$ cat config.mk
export PLATFORM = sky130hd
export DESIGN_NAME = uart_tx
export DESIGN_NICKNAME = d
export VERILOG_FILES = /design/src/rtl/uart_tx.sv
export SDC_FILE = /design/constraint.sdc
export NUM_CORES = 1
export LEC_CHECK = 0
export ABC_AREA = 1
export BUFFER_PORTS_ARGS = -buffer_cell sky130_fd_sc_hd__buf_2
export CORE_MARGIN = 10
export CORE_UTILIZATION = 40
export DETAILED_ROUTE_END_ITERATION = 10
export GPL_ROUTABILITY_DRIVEN = 0
export PLACE_DENSITY = 0.56
export SLEW_MARGIN = 10
export SYNTH_ARGS = -nofsm -noshare
export SYNTH_HDL_FRONTEND = slang
export SYNTH_SLANG_ARGS = --single-unit
$ cat constraint.sdc
create_clock -name clk -period 1.8 [get_ports clk]
set_clock_uncertainty 0.1 [all_clocks]
set_input_delay 0.27 -clock clk [delete_from_list [all_inputs] [get_ports clk]]
set_output_delay 0.27 -clock clk [all_outputs]
set_load 0.1 [all_outputs]
$ cat src/rtl/uart_tx.sv
// uart_tx: 8-bit UART transmitter. It sends one start bit, eight data bits
// (LSB first), an optional parity bit and one stop bit. Every bit is held
// for CLKS_PER_BIT clock cycles.
//
// Parameters
//   CLKS_PER_BIT : clk cycles per serial bit (>= 2)
//   PARITY_EN    : 1 = insert a parity bit after the data bits
//   PARITY_ODD   : 0 = even parity, 1 = odd parity
//
// Ports
//   clk      : system clock (rising edge)
//   nrst     : asynchronous reset, active-high
//   tx_start : send request; sampled only while idle
//   tx_data  : byte to send; captured on the accept edge
//   tx       : registered serial output, idles high
//   tx_busy  : high from the accept edge until the end of the stop bit
//   tx_done  : one-cycle pulse when a frame completes
module uart_tx #(
  parameter int unsigned CLKS_PER_BIT = 5208,
  parameter bit          PARITY_EN    = 1'b1,
  parameter bit          PARITY_ODD   = 1'b0
) (
  input  logic       clk,
  input  logic       nrst,
  input  logic       tx_start,
  input  logic [7:0] tx_data,
  output logic       tx,
  output logic       tx_busy,
  output logic       tx_done
);

  localparam int unsigned           CNT_W   = $clog2(CLKS_PER_BIT);
  localparam logic [CNT_W-1:0]      CNT_MAX = CNT_W'(CLKS_PER_BIT - 1);

  typedef enum logic [2:0] {
    S_IDLE   = 3'd0,
    S_START  = 3'd1,
    S_DATA   = 3'd2,
    S_PARITY = 3'd3,
    S_STOP   = 3'd4
  } state_e;

  state_e           state_q, state_d;
  logic [CNT_W-1:0] cnt_q,   cnt_d;
  logic [2:0]       idx_q,   idx_d;
  logic [7:0]       sh_q,    sh_d;
  logic             par_q,   par_d;
  logic             tx_q,    tx_d;
  logic             busy_q,  busy_d;
  logic             done_q,  done_d;
  logic             wrap;

  assign wrap = (cnt_q == CNT_MAX);

  always_ff @(posedge clk or posedge nrst) begin
    if (nrst) begin
      state_q <= S_IDLE;
      cnt_q   <= '0;
      idx_q   <= '0;
      sh_q    <= '0;
      par_q   <= 1'b0;
      tx_q    <= 1'b1;
      busy_q  <= 1'b0;
      done_q  <= 1'b0;
    end else begin
      state_q <= state_d;
      cnt_q   <= cnt_d;
      idx_q   <= idx_d;
      sh_q    <= sh_d;
      par_q   <= par_d;
      tx_q    <= tx_d;
      busy_q  <= busy_d;
      done_q  <= done_d;
    end
  end

  always_comb begin
    state_d = state_q;
    cnt_d   = '0;
    idx_d   = idx_q;
    sh_d    = sh_q;
    par_d   = par_q;
    tx_d    = tx_q;
    busy_d  = busy_q;
    done_d  = 1'b0;

    // Bit-time counter only runs while a frame is in flight.
    if (state_q != S_IDLE) begin
      cnt_d = wrap ? '0 : cnt_q + CNT_W'(1);
    end

    case (state_q)
      S_IDLE: begin
        tx_d   = 1'b1;
        busy_d = 1'b0;
        if (tx_start) begin
          sh_d    = tx_data;
          // Parity is taken from the byte at accept time because the
          // shift register is consumed as the data bits go out.
          par_d   = (^tx_data) ^ PARITY_ODD;
          idx_d   = '0;
          tx_d    = 1'b0;
          busy_d  = 1'b1;
          state_d = S_START;
        end
      end
      S_START: begin
        if (wrap) begin
          tx_d    = sh_q[0];
          state_d = S_DATA;
        end
      end
      S_DATA: begin
        if (wrap) begin
          if (idx_q == 3'd7) begin
            if (PARITY_EN) begin
              tx_d    = par_q;
              state_d = S_PARITY;
            end else begin
              tx_d    = 1'b1;
              state_d = S_STOP;
            end
          end else begin
            // sh_q[0] is the bit on the line now; sh_q[1] goes out next.
            tx_d  = sh_q[1];
            sh_d  = {1'b0, sh_q[7:1]};
            idx_d = idx_q + 3'd1;
          end
        end
      end
      S_PARITY: begin
        if (wrap) begin
          tx_d    = 1'b1;
          state_d = S_STOP;
        end
      end
      S_STOP: begin
        if (wrap) begin
          tx_d    = 1'b1;
          busy_d  = 1'b0;
          done_d  = 1'b1;
          state_d = S_IDLE;
        end
      end
      default: begin
        tx_d    = 1'b1;
        busy_d  = 1'b0;
        cnt_d   = '0;
        state_d = S_IDLE;
      end
    endcase
  end

  assign tx      = tx_q;
  assign tx_busy = busy_q;
  assign tx_done = done_q;

endmodule
* Yosys cells after proc, flatten, opt, wreduce, memory -nomap -nowiden
Index checks and enable logic that the tools add are counted.
Operators by class: add/subtract/negate cells 2, multiply operators 0, divide/modulo/power cells 0, $lt $le $gt $ge 0, equal/unequal tests 14, shift-type cells 0, multiplexer cells 29, bitwise logic cells 1, reductions and logical operators 12
Operators by type and width (number):
- $mux 13 | 3
- $mux 3 | 9
- $mux 8 | 3
- $pmux 8 s2 | 1
- $pmux 3 s5 | 1
- $ne 2x2->1 const B | 7
- $add 13x1->13 const B | 1
- $eq 13x13->1 const B | 1
- $mux 1 | 9
- $reduce_xor 8->1 | 1
- $eq 3x2->1 const B | 2
- $eq 3x3->1 const B | 2
- $pmux 3 s2 | 1
- $reduce_and 6->1 | 1
- $reduce_or 5->1 | 1
- $pmux 1 s4 | 1
- $reduce_and 2->1 | 2
- $reduce_and 4->1 | 1
- $add 3x1->3 const B | 1
- $eq 3x1->1 const B | 1
- $logic_not 3->1 | 1
- $pmux 1 s3 | 1
- $reduce_and 3->1 | 1
- $reduce_bool 3->1 | 1
- other kinds (5) | 5
Storage, ports and cells: register bits after elaboration 31, bits in latches 0, RAM bits 0, bits in read-only memories 0, input port bits 11, output and inout bits 3, word-level logic and storage cells 66, memories 0

* Depth between registers and ports, before layout
Gate-level depths: netlist (run 1).
depth in word-level cells 4, mapped depth 9, depth with buffers taken out 9

* Least setup slack after synthesis (run 1)
Ideal clock, no wire load.
path type register to register, start register cnt_q[0], end register idx_q[0], setup time 0.118 ns, arrival time 1.342 ns, required time 1.582 ns, path slack 0.239 ns, cell stages (with the launch flop) 10, clock period less this slack 1.561 ns, cells stage by stage dfrtp_1 > ha_1 > nand2_1 > nor2_1 > nand3_2 > nand2_4 > nand2_2 > buf_6 > nand2_1 > nand2_1
Between the ends: longest elaborated chain between the ends 3
Ends and longest elaborated chain:
- from (decl) | line 44 | logic [CNT_W-1:0] cnt_q, cnt_d;
- from (signal assigned) | line 67 | cnt_q <= cnt_d;
- $eq 13x13->1 | line 53 | assign wrap = (cnt_q == CNT_MAX);
- $ne 2x2->1 (no source line)
- $reduce_and 4->1 (no source line)
- to (signal assigned) | line 68 | idx_q <= idx_d;
- to (decl) | line 45 | logic [2:0] idx_q, idx_d;
Every way passes these cells. A chain may end at the register's enable or synchronous reset.

* Final worst setup path (run 1)
start register state_q[0], end register idx_q[1]
Between the ends: longest elaborated chain between the ends 3
Ends and longest elaborated chain:
- from (decl) | line 43 | state_e state_q, state_d;
- from (signal assigned) | line 66 | state_q <= state_d;
- $eq 3x2->1 / $logic_not 3->1 (equally long branches) | line 92 | case (state_q)
- $ne 2x2->1 (no source line) / $reduce_bool 2->1 (equally long branches)
- $reduce_and 4->1 (no source line)
Several ways; a longest one is shown, not always the timed one.

==> results of run 1 <==
-- tightest hold or removal path: stages --
cell and delay, ns:
buf_2 0.10, nand2_1 0.05, nand2_1 0.06
-- timing repair --
item                       in CTS  in global routing
hold buffers                    1                  0
setup endpoints to repair       0                 16
hold endpoints to repair       30                  0
resized for setup               0                  4
-- cells by family after synthesis --
group	after synthesis	synth area share, %
buffers and inverters	36	8.70
AND/OR/NAND/NOR	195	44.3
adder cells (fa/ha/maj)	3	1.98
XOR/XNOR	3	1.38
flip-flops	31	40.9
AO/OA/AOI/OAI	10	2.70
-- Yosys cell counts --
master    number
dfstp_2        1
inv_1         30
nor3_1         6
nand3b_1       1
nand4_1        9
ha_1           3
nor3b_1        1
inv_2          2
xnor2_1        2
dfrtp_1       30
nor2_8         1
a31oi_1        1
o21ai_0        7
buf_6          4
nor2_1        39
nand3_1       15
xor2_1         1
nand3_2        1
nand2_4        2
or2_2          2
nand2_1      114
a21oi_1        2
nand2_2        4
-- power by group through the flow --
stage	logic (mW)	registers, mW	clock network (mW)
3_3_place_gp	0.0740	0.710	0
6_report	0.0742	0.697	0.559
5_1_grt	0.0873	0.696	0.608
2_1_floorplan	0.0463	0.710	0
3_5_place_dp	0.0747	0.710	0
4_1_cts	0.0765	0.697	0.580
-- layout make-up --
| cell class | count | area [sq um] |
|---|---|---|
| Timing Repair Buffer | 19 | 113 |
| Clock buffer | 7 | 86.3 |
| Clock inverter | 1 | 5.00 |
| Fill cell | 474 | 2520 |
| Multi-Input combinational cell | 211 | 971 |
| Sequential cell | 31 | 777 |
| Inverter | 32 | 120 |
| Tap cell | 54 | 67.6 |
-- metal layers --
layer  vias to the layer above  share of wire, %
met5                         -                 0
met4                         0              0.49
met3                         3               2.9
met2                        18                51
met1                       765                46
li1                        904                 -
-- registers in the layout (all words and copies together), names as in the netlist --
name	count
tx_busy	1
tx	1
par_q	1
cnt_q	13
tx_done	1
state_q	3
sh_q	8
idx_q	3
-- placed cells by master, fill, tap and decap left out, types with 2 or more instances in the layout --
master | netlist | routed
buf_2 | 0 | 13
nand3_1 | 15 | 15
clkbuf_8 | 0 | 6
xnor2_1 | 2 | 2
nand2_4 | 2 | 4
buf_4 | 0 | 5
or2_2 | 2 | 2
nand2_1 | 114 | 114
ha_1 | 3 | 3
nand2_2 | 4 | 2
a21oi_1 | 2 | 2
inv_2 | 2 | 2
dfrtp_1 | 30 | 30
nor2_2 | 0 | 2
nand4_1 | 9 | 9
o21ai_0 | 7 | 7
inv_1 | 30 | 30
nor2_1 | 39 | 37
nor3_1 | 6 | 6
-- final timing paths --
check | startpoint | to | slack, ns
worst max-delay path | state_q[0]$_DFFE_PP0P_ | idx_q[1]$_DFFE_PP0P_ | 0.16
worst min-delay path | tx_data[7] | sh_q[7]$_DFFE_PP0P_ | 0.13
worst max register to register | state_q[0]$_DFFE_PP0P_ | idx_q[1]$_DFFE_PP0P_ | 0.16
worst min register to register | tx$_DFFE_PP1P_ | tx$_DFFE_PP1P_ | 0.37
max in group asynchronous | nrst | tx$_DFFE_PP1P_ | 0.76
min in group asynchronous | nrst | cnt_q[0]$_DFF_PP0_ | 0.52
==> metrics.txt, run 1 <==
yosys warns 0; H-tree levels 2; Area contributors post-synth dfrtp_1 40%, nand2_1 23%, nor2_1 7.7%; Final Util 45.9%; Final nets 314; standard-cell row count 25; placed insts 346; Wirelength per Cell 11.4 microns; Antenna Nets Post-Route 0; worst hold path class in -> reg; post-route cell area 2140 sq um; Tot Pwr 1.33 mW; Die Wd 88.9 microns; fin crit period 1.64 ns; worst path bufs/invs 2; initial drt markers 39; Crit path top cell by count nand2_2; critical path's slowest cell dfrtp_1; # IOs 14; final cell count without fillers 355; number of antenna diodes 0; met1 Use GR 12.6%; clock share of power 42.0%; CP top delay family simple AND/OR/NAND/NOR gates; WP data arrival 1.75 ns; met3 GRT Util 2.49%; max cap viols 0; setup violators final 0; routed wire length 4.05 mm; Worst Path Required 1.91 ns; number of distinct library cells after synthesis 23; Area Growth Syn to Fin 12.7%; post-synth top area share 39.6%; slack of the critical path 0.160 ns; crit-path cells inv_1, nand2_4, nor2_1, nand2_2, nand2_2, buf_4, nand4_1, nand2_1; total negative slack 0 ns; Final Cycle Share 91.1%; GRT Total Usage 11.5%; share of cells above drive strength 1 13.3%; sequential power share 52.4%; number of remaining DRC errors 0; first-pass GRT wire length 7.27 mm; Syn Std Cell Area 1900 sq um; Slew Limit Headroom 67.7%; Max Root-Sink Buffers 2; 1st-pass router iterations 4; slowest stage delay, CP 0.43 ns; CP endpoint kind flop; post-detail-place hpwl 3.10 mm; core area 4660 sq um; sequential-to-total area share from yosys stat 40.9%; Mean Syn Cell Area 6.83 sq um; worst slew pin tran 0.488 ns; DIE AREA 7900 sq um; Clk Latency, worst-skew pair 0.28 ns; VDD IR max 0.361 mV; FF-to-FF path depth 8; Final Hold Vio Count 0; CTS root buffer clkbuf_8; Die H 88.9 microns; placed instance area 2020 sq um; LEAKAGE 1.17 nW; total grt overflow 0; sw frac 22.4%; RSZ-0062 raised after global routing false; Yosys reg bits 31; Cell Pwr Density 622 nW/um^2; Logic pwr share 5.6%; vias in the first global route 1,702; WP depth 8; f_max 0.610 GHz; largest net degree at the start of global routing 32; Post-Synthesis Cells 278; post-CTS setup buffer count 0; vias after detailed routing 1,690; Final Hold Slack 0.130 ns; Int Power 1.03 mW; run status finished, final reports clean; initial cell density of the core 40.7%; GRT Max-Usage Layer met2; Vias/cell 4.76; pre-CTS setup slack 0.110 ns; initial antenna violation count 0; crit path launch type flop; clock slew at reported path FFs 0.07 ns; met2 usage in global routing 21.0%; largest area contributor in the netlist dfrtp_1; Mapped Nets 292; Sink Count 31; CTS tree built; buffers added on ports 13; worst hold stages 3; CP Max Fanout 6; kind of critical path reg -> reg; Net Switching 0.298 mW; Max Slew Vio Count 0; TritonCTS Buffers 5
No activity file was read; power rests on OpenSTA's default activity.
==> run 2, diff against run 1 <==
Settings changed: CORE_UTILIZATION 40 to 59, PLACE_DENSITY 0.56 to 0.77.
==> run 2 against run 1 <==
Against the previous run:
- non-clock buffer count increased by 2
- total power down 9.4%
- highest routed layer unchanged
- first-iteration DRC count rose to 2.6 times the previous value
- critical endpoint is now tx
- die area down 25%
- sequential power is essentially flat
- global-route usage is 2.9 points higher
- setup slack lost 0.039 ns
- via count increased by 1.5%
- worst hold slack got worse by 0.073 ns
- largest power group unchanged
- cell count is 2.3% lower
- critical path depth fell by 7
- routed wire length shrank 4.7%
==> metrics.txt, run 2 (synthesized netlist as in run 1, its figures left out) <==
Slew Limit Headroom 67.1% (-0.53 points); initial antenna violation count 0 (unchanged); standard-cell row count 20 (-20%); first-pass GRT wire length 7.12 mm (-2.1%); Worst Setup EP tx; r2r setup slk 0.17 ns (about the same); initial drt markers 102 (+160%); Wirelength per Cell 11.1 microns (-2.5%); Die H 76.7 microns (-14%); number of remaining DRC errors 0 (unchanged); share of cells above drive strength 1 13.5% (+0.24 points); DIE AREA 5890 sq um (-25%); f_max 0.595 GHz (-2.3%); Max Slew Vio Count 0 (unchanged); LEAKAGE 1.17 nW (-0.26%); Final nets 316 (+0.64%); fin crit period 1.68 ns (+0.0395 ns); total grt overflow 0 (unchanged); WP data arrival 1.31 ns (-0.44 ns); max cap viols 0 (unchanged); VDD IR max 0.371 mV (+2.8%); Max Root-Sink Buffers 2 (unchanged); CTS root buffer clkbuf_4; GRT Total Usage 14.4% (+2.9 points); core area 3080 sq um (-34%); placed instance area 2010 sq um (-0.62%); pre-CTS setup slack 0.0546 ns (-0.0558 ns); TritonCTS Buffers 5 (unchanged); crit path launch type flop; commonest non-fill, non-tap cell in the layout nand2_1; crit-path cells buf_2; 1st-pass router iterations 4 (unchanged); critical path's slowest cell dfstp_2; buffers added on ports 13 (unchanged); total negative slack 0 ns (unchanged); slack of the critical path 0.120 ns (-0.0395 ns); Cell Pwr Density 569 nW/um^2 (-8.5%); H-tree levels 2 (unchanged); Sink Count 31 (unchanged); worst reg2reg path endpoint idx_q[1]$_DFFE_PP0P_; vias after detailed routing 1,715 (+1.5%); CTS tree built; Clk Latency, worst-skew pair 0.34 ns (+0.06 ns); clock slew at reported path FFs 0.10 ns (+0.03 ns); Worst Path Required 1.43 ns (-0.48 ns); max reg flops 13 (unchanged); Antenna Nets Post-Route 0 (unchanged); Tot Pwr 1.20 mW (-9.4%); commonest non-fill, non-tap cells in the layout 114 x nand2_1, 38 x nor2_1, 30 x inv_1, 30 x dfrtp_1, 15 x nand3_1; Top reg by flops cnt_q; initial cell density of the core 61.7% (+21 points); CP top delay family flip-flops; RSZ-0062 raised after global routing true; slowest stage delay, CP 0.54 ns (+0.11 ns); reg2reg start cnt_q[0]$_DFF_PP0_; post-route cell area 2120 sq um (-1.1%); post-detail-place hpwl 3.00 mm (-3.0%); # IOs 14 (unchanged); Area Growth Syn to Fin 11.5%; routed wire length 3.86 mm (-4.7%); Final Cycle Share 93.3% (+2.2 points); Die Wd 76.7 microns (-14%); kind of critical path reg -> out; largest net degree at the start of global routing 32 (unchanged); setup violators final 0 (unchanged); number of antenna diodes 0 (unchanged); Filler Cells Inserted 293 (-38%); worst path bufs/invs 1 (-1); CP endpoint kind output pin; Top Registers cnt_q: 13 flops, sh_q: 8 flops; vias in the first global route 1,693 (-0.53%); Final Hold Vio Count 0 (unchanged); crit path launch tx$_DFFE_PP1P_; worst hold path class in -> reg; FF-to-FF path depth 8 (unchanged); CP Max Fanout 2 (-4); Vias/cell 4.94 (+3.8%); Final Hold Slack 0.0570 ns (-0.0729 ns); WP depth 1 (-7); worst slew pin tran 0.496 ns (+0.00799 ns); run status finished, final reports clean
[run 2: timing repair]
item                       in CTS  in global routing
hold endpoints to repair       30                  0
hold buffers                    1                  0
setup buffers                   0                  2
resized for setup               0                  4
setup endpoints to repair       0                 20
[run 2: worst min path at each step]
| stage | cells after the start | start | end |
|---|---|---|---|
| after floorplan | 1 | nrst | cnt_q[0]$_DFF_PP0_ |
| after global placement | 3 | nrst | cnt_q[6]$_DFF_PP0_ |
| after detailed placement | 3 | nrst | cnt_q[5]$_DFF_PP0_ |
| after CTS | 3 | tx_data[7] | sh_q[7]$_DFFE_PP0P_ |
| after global routing | 3 | tx_data[7] | sh_q[7]$_DFFE_PP0P_ |
| final | 3 | tx_data[7] | sh_q[7]$_DFFE_PP0P_ |
[run 2: area by class of cell]
type,instances,area (sq um),area share [%]
multi-input cells,211,977,46.2
clock buffers,7,55.1,2.60
repair buffers,21,128,6.03
clock inverters,1,5.00,0.236
flip-flops and latches,31,777,36.7
inverters,32,120,5.67
well taps,44,55.1,2.60
[run 2: metrics by stage]
step           utilization, %  cells
3_3_place_gp             65.3    336
3_5_place_dp             65.3    336
5_1_grt                  68.8    347
4_1_cts                  67.6    345
6_report                 68.8    347
2_1_floorplan               -    278
[run 2: where the power goes]
| group | internal [mW] | switching, mW | leakage (nW) |
|---|---|---|---|
| Clock | 0.189 | 0.246 | 0.0353 |
| Sequential | 0.696 | 0 | 0.405 |
| Combinational | 0.0276 | 0.0464 | 0.729 |
[run 2: metal layers]
layer | share of wire (%) | vias to the layer above | global-route usage [%]
met4 | 2.6 | 0 | 7.25
met1 | 47 | 762 | 16.7
met5 | 0 | - | 0
li1 | - | 913 | -
met3 | 3.5 | 10 | 3.50
met2 | 47 | 30 | 23.9
[run 2: tightest hold or removal path, cell delays in order]
cell and delay [ns]:
buf_2 0.10, nand2_1 0.05, nand2_1 0.06
==> run 3, diff against run 2 <==
Settings changed: CELL_PAD_IN_SITES_DETAIL_PLACEMENT from default to 1, CELL_PAD_IN_SITES_GLOBAL_PLACEMENT from default to 2, CORE_UTILIZATION 59 to 33.
==> run 3 against run 2 <==
Against the previous run:
- combinational power is 5.3% higher
- first-iteration DRC count decreased by 37%
- critical path depth up 7
- worst hold slack improved by 0.063 ns
- non-clock buffer count grew 6
- sequential share of layout area shrank 1.6 points
- sequential power about the same
- count of clock-buffer cells in the layout down 1
- total power up 9.3%
- global-route usage fell by 2.7 points
- clock power increased by 25%
- critical endpoint is now sh_q[2]$_DFFE_PP0P_
==> metrics.txt, run 3 (synthesized netlist as in run 1, its figures left out) <==
run status finished, final reports clean; 1st-pass router iterations 4 (unchanged); worst slew pin tran 0.488 ns (-0.00837 ns); Top Registers cnt_q: 13 flops, sh_q: 8 flops; Final nets 322 (+1.9%); initial drt markers 64 (-37%); worst hold path class in -> reg; routed wire length 4.88 mm (+26%); commonest non-fill, non-tap cell in the layout nand2_1; post-detail-place hpwl 3.84 mm (+28%); M1 wire length 2.37 mm (+31%); VDD IR max 0.268 mV (-28%); setup violators final 0 (unchanged); crit path launch idx_q[0]$_DFFE_PP0P_; DIE AREA 9190 sq um (+56%); Antenna Nets Post-Route 0 (unchanged); Die Wd 95.8 microns (+25%); crit-path cells ha_1, ha_1, inv_1, nand2_1, nand2_2, nand2_2, nand2_1, nand2_1; standard-cell row count 27 (+35%); Slew Limit Headroom 67.7% (+0.55 points); Cell Pwr Density 595 nW/um^2 (+4.5%); Final Hold Vio Count 0 (unchanged); kind of critical path reg -> reg; first-pass GRT wire length 8.47 mm (+19%); largest net degree at the start of global routing 32 (unchanged); WP data arrival 1.70 ns (+0.39 ns); CP Max Fanout 11 (+9); DR top layer met4; Crit path top cell by count nand2_1; total grt overflow 0 (unchanged); vias after detailed routing 1,753 (+2.2%); GRT Total Usage 11.7% (-2.7 points); core area 5540 sq um (+80%); CP top delay family simple AND/OR/NAND/NOR gates; Filler Cells Inserted 742 (+150%); max reg flops 13 (unchanged); commonest non-fill, non-tap cells in the layout 114 x nand2_1, 39 x nor2_1, 30 x inv_1, 30 x dfrtp_1, 15 x nand3_1; Die H 95.8 microns (+25%); critical path's slowest cell dfrtp_1; Vias/cell 4.60 (-6.9%); Worst Path Required 1.87 ns (+0.44 ns); Max Root-Sink Buffers 2 (unchanged); clock slew at reported path FFs 0.07 ns (-0.03 ns); # IOs 14 (unchanged); CP endpoint kind flop; number of antenna diodes 0 (unchanged); Top reg by flops cnt_q; reg2reg start idx_q[0]$_DFFE_PP0P_; Sink Count 31 (unchanged); area of the multi-input gates 956 sq um (-2.2%); number of remaining DRC errors 0 (unchanged); share of cells above drive strength 1 14.9% (+1.4 points); met3 wire length 133 microns (-0.75%); Final Hold Slack 0.120 ns (+0.0628 ns); initial cell density of the core 34.3% (-27 points); initial antenna violation count 0 (unchanged); CTS root buffer clkbuf_8; placed instance area 2090 sq um (+3.9%); Clk Latency, worst-skew pair 0.28 ns (-0.06 ns); TritonCTS Buffers 5 (unchanged); H-tree levels 2 (unchanged); buffers added on ports 13 (unchanged); worst path bufs/invs 1 (unchanged); post-route cell area 2210 sq um (+4.6%); Routed met2 length 2.31 mm (+27%); Final Cycle Share 90.4% (-2.9 points); min-delay src tx_data[7]; CTS tree built; max cap viols 0 (unchanged); Max Slew Vio Count 0 (unchanged); RSZ-0062 raised after global routing false; f_max 0.614 GHz (+3.2%); vias in the first global route 1,814 (+7.1%); Storage cell area 777 sq um (unchanged); LEAKAGE 1.21 nW (+3.3%); total negative slack 0 ns (unchanged); Wirelength per Cell 12.8 microns (+15%); crit path launch type flop; fin crit period 1.63 ns (-0.0518 ns); Area Growth Syn to Fin 16.6%; slowest stage delay, CP 0.40 ns (-0.14 ns)
==> run 3: cell types whose count changed in the layout (fill, tap and decap cells not counted), sizes merged <==
cell	change
buf	+6
clkinvlp	+1
clkbuf	-1
==> run 3: worst reg2reg max path: stages (launching register included) <==
cell and delay, ns:
dfrtp_1 0.40, ha_1 0.21, ha_1 0.19, inv_1 0.07, nand2_1 0.08, nand2_2 0.14
nand2_2 0.17, nand2_1 0.10, nand2_1 0.05
==> run 3: layer usage <==
metal | track usage, % | vias up
li1 | - | 917
met1 | 15.2 | 817
met2 | 18.6 | 15
met3 | 2.72 | 4
met4 | 3.69 | 0
met5 | 0 | -
==> run 3: area by class of cell <==
| cell class | instances | area share [%] |
|---|---|---|
| Multi-Input combinational cell | 211 | 43.2 |
| Sequential cell | 31 | 35.1 |
| Timing Repair Buffer | 27 | 8.37 |
| Inverter | 32 | 5.43 |
| Tap cell | 72 | 4.07 |
| Clock buffer | 6 | 3.28 |
| Clock inverter | 2 | 0.565 |
==> run 3: power by group <==
| part | total (mW) | internal (mW) | switching [mW] |
|---|---|---|---|
| sequential | 0.696 | 0.696 | 0 |
| combinational | 0.0780 | 0.0277 | 0.0503 |
| clock | 0.542 | 0.270 | 0.272 |
==> run 3: final timing paths <==
| kind | endpoint | slack (ns) | cells after the start |
|---|---|---|---|
| max | sh_q[2]$_DFFE_PP0P_ | 0.17 | 8 |
| min | sh_q[7]$_DFFE_PP0P_ | 0.12 | 3 |
| max reg2reg | sh_q[2]$_DFFE_PP0P_ | 0.17 | 8 |
| min reg2reg | sh_q[3]$_DFFE_PP0P_ | 0.38 | 2 |
| max in group asynchronous | tx$_DFFE_PP1P_ | 0.76 | 4 |
| min in group asynchronous | cnt_q[5]$_DFF_PP0_ | 0.51 | 4 |
==> run 3: repair_timing <==
| action | 4_1_cts | 5_1_grt |
|---|---|---|
| resized for setup | 0 | 0 |
| endpoints found under the setup margin | 0 | 11 |
| hold endpoints to repair | 30 | 0 |
| hold buffers | 1 | 0 |
| setup buffers | 0 | 4 |
==> run 3: metrics by stage <==
step / cells / utilization [%] / total power, mW / worst slack, ns
final: 381 / 40.0 / 1.32 / 0.172
after global routing: 381 / 40.0 / 1.38 / 0.00748
after CTS: 377 / 39.4 / 1.35 / 0.0529
after detailed placement: 368 / 37.7 / 0.789 / 0.0666
after global placement: 368 / 37.7 / 0.787 / 0.0670
after floorplan: 278 / - / 0.756 / 0.239
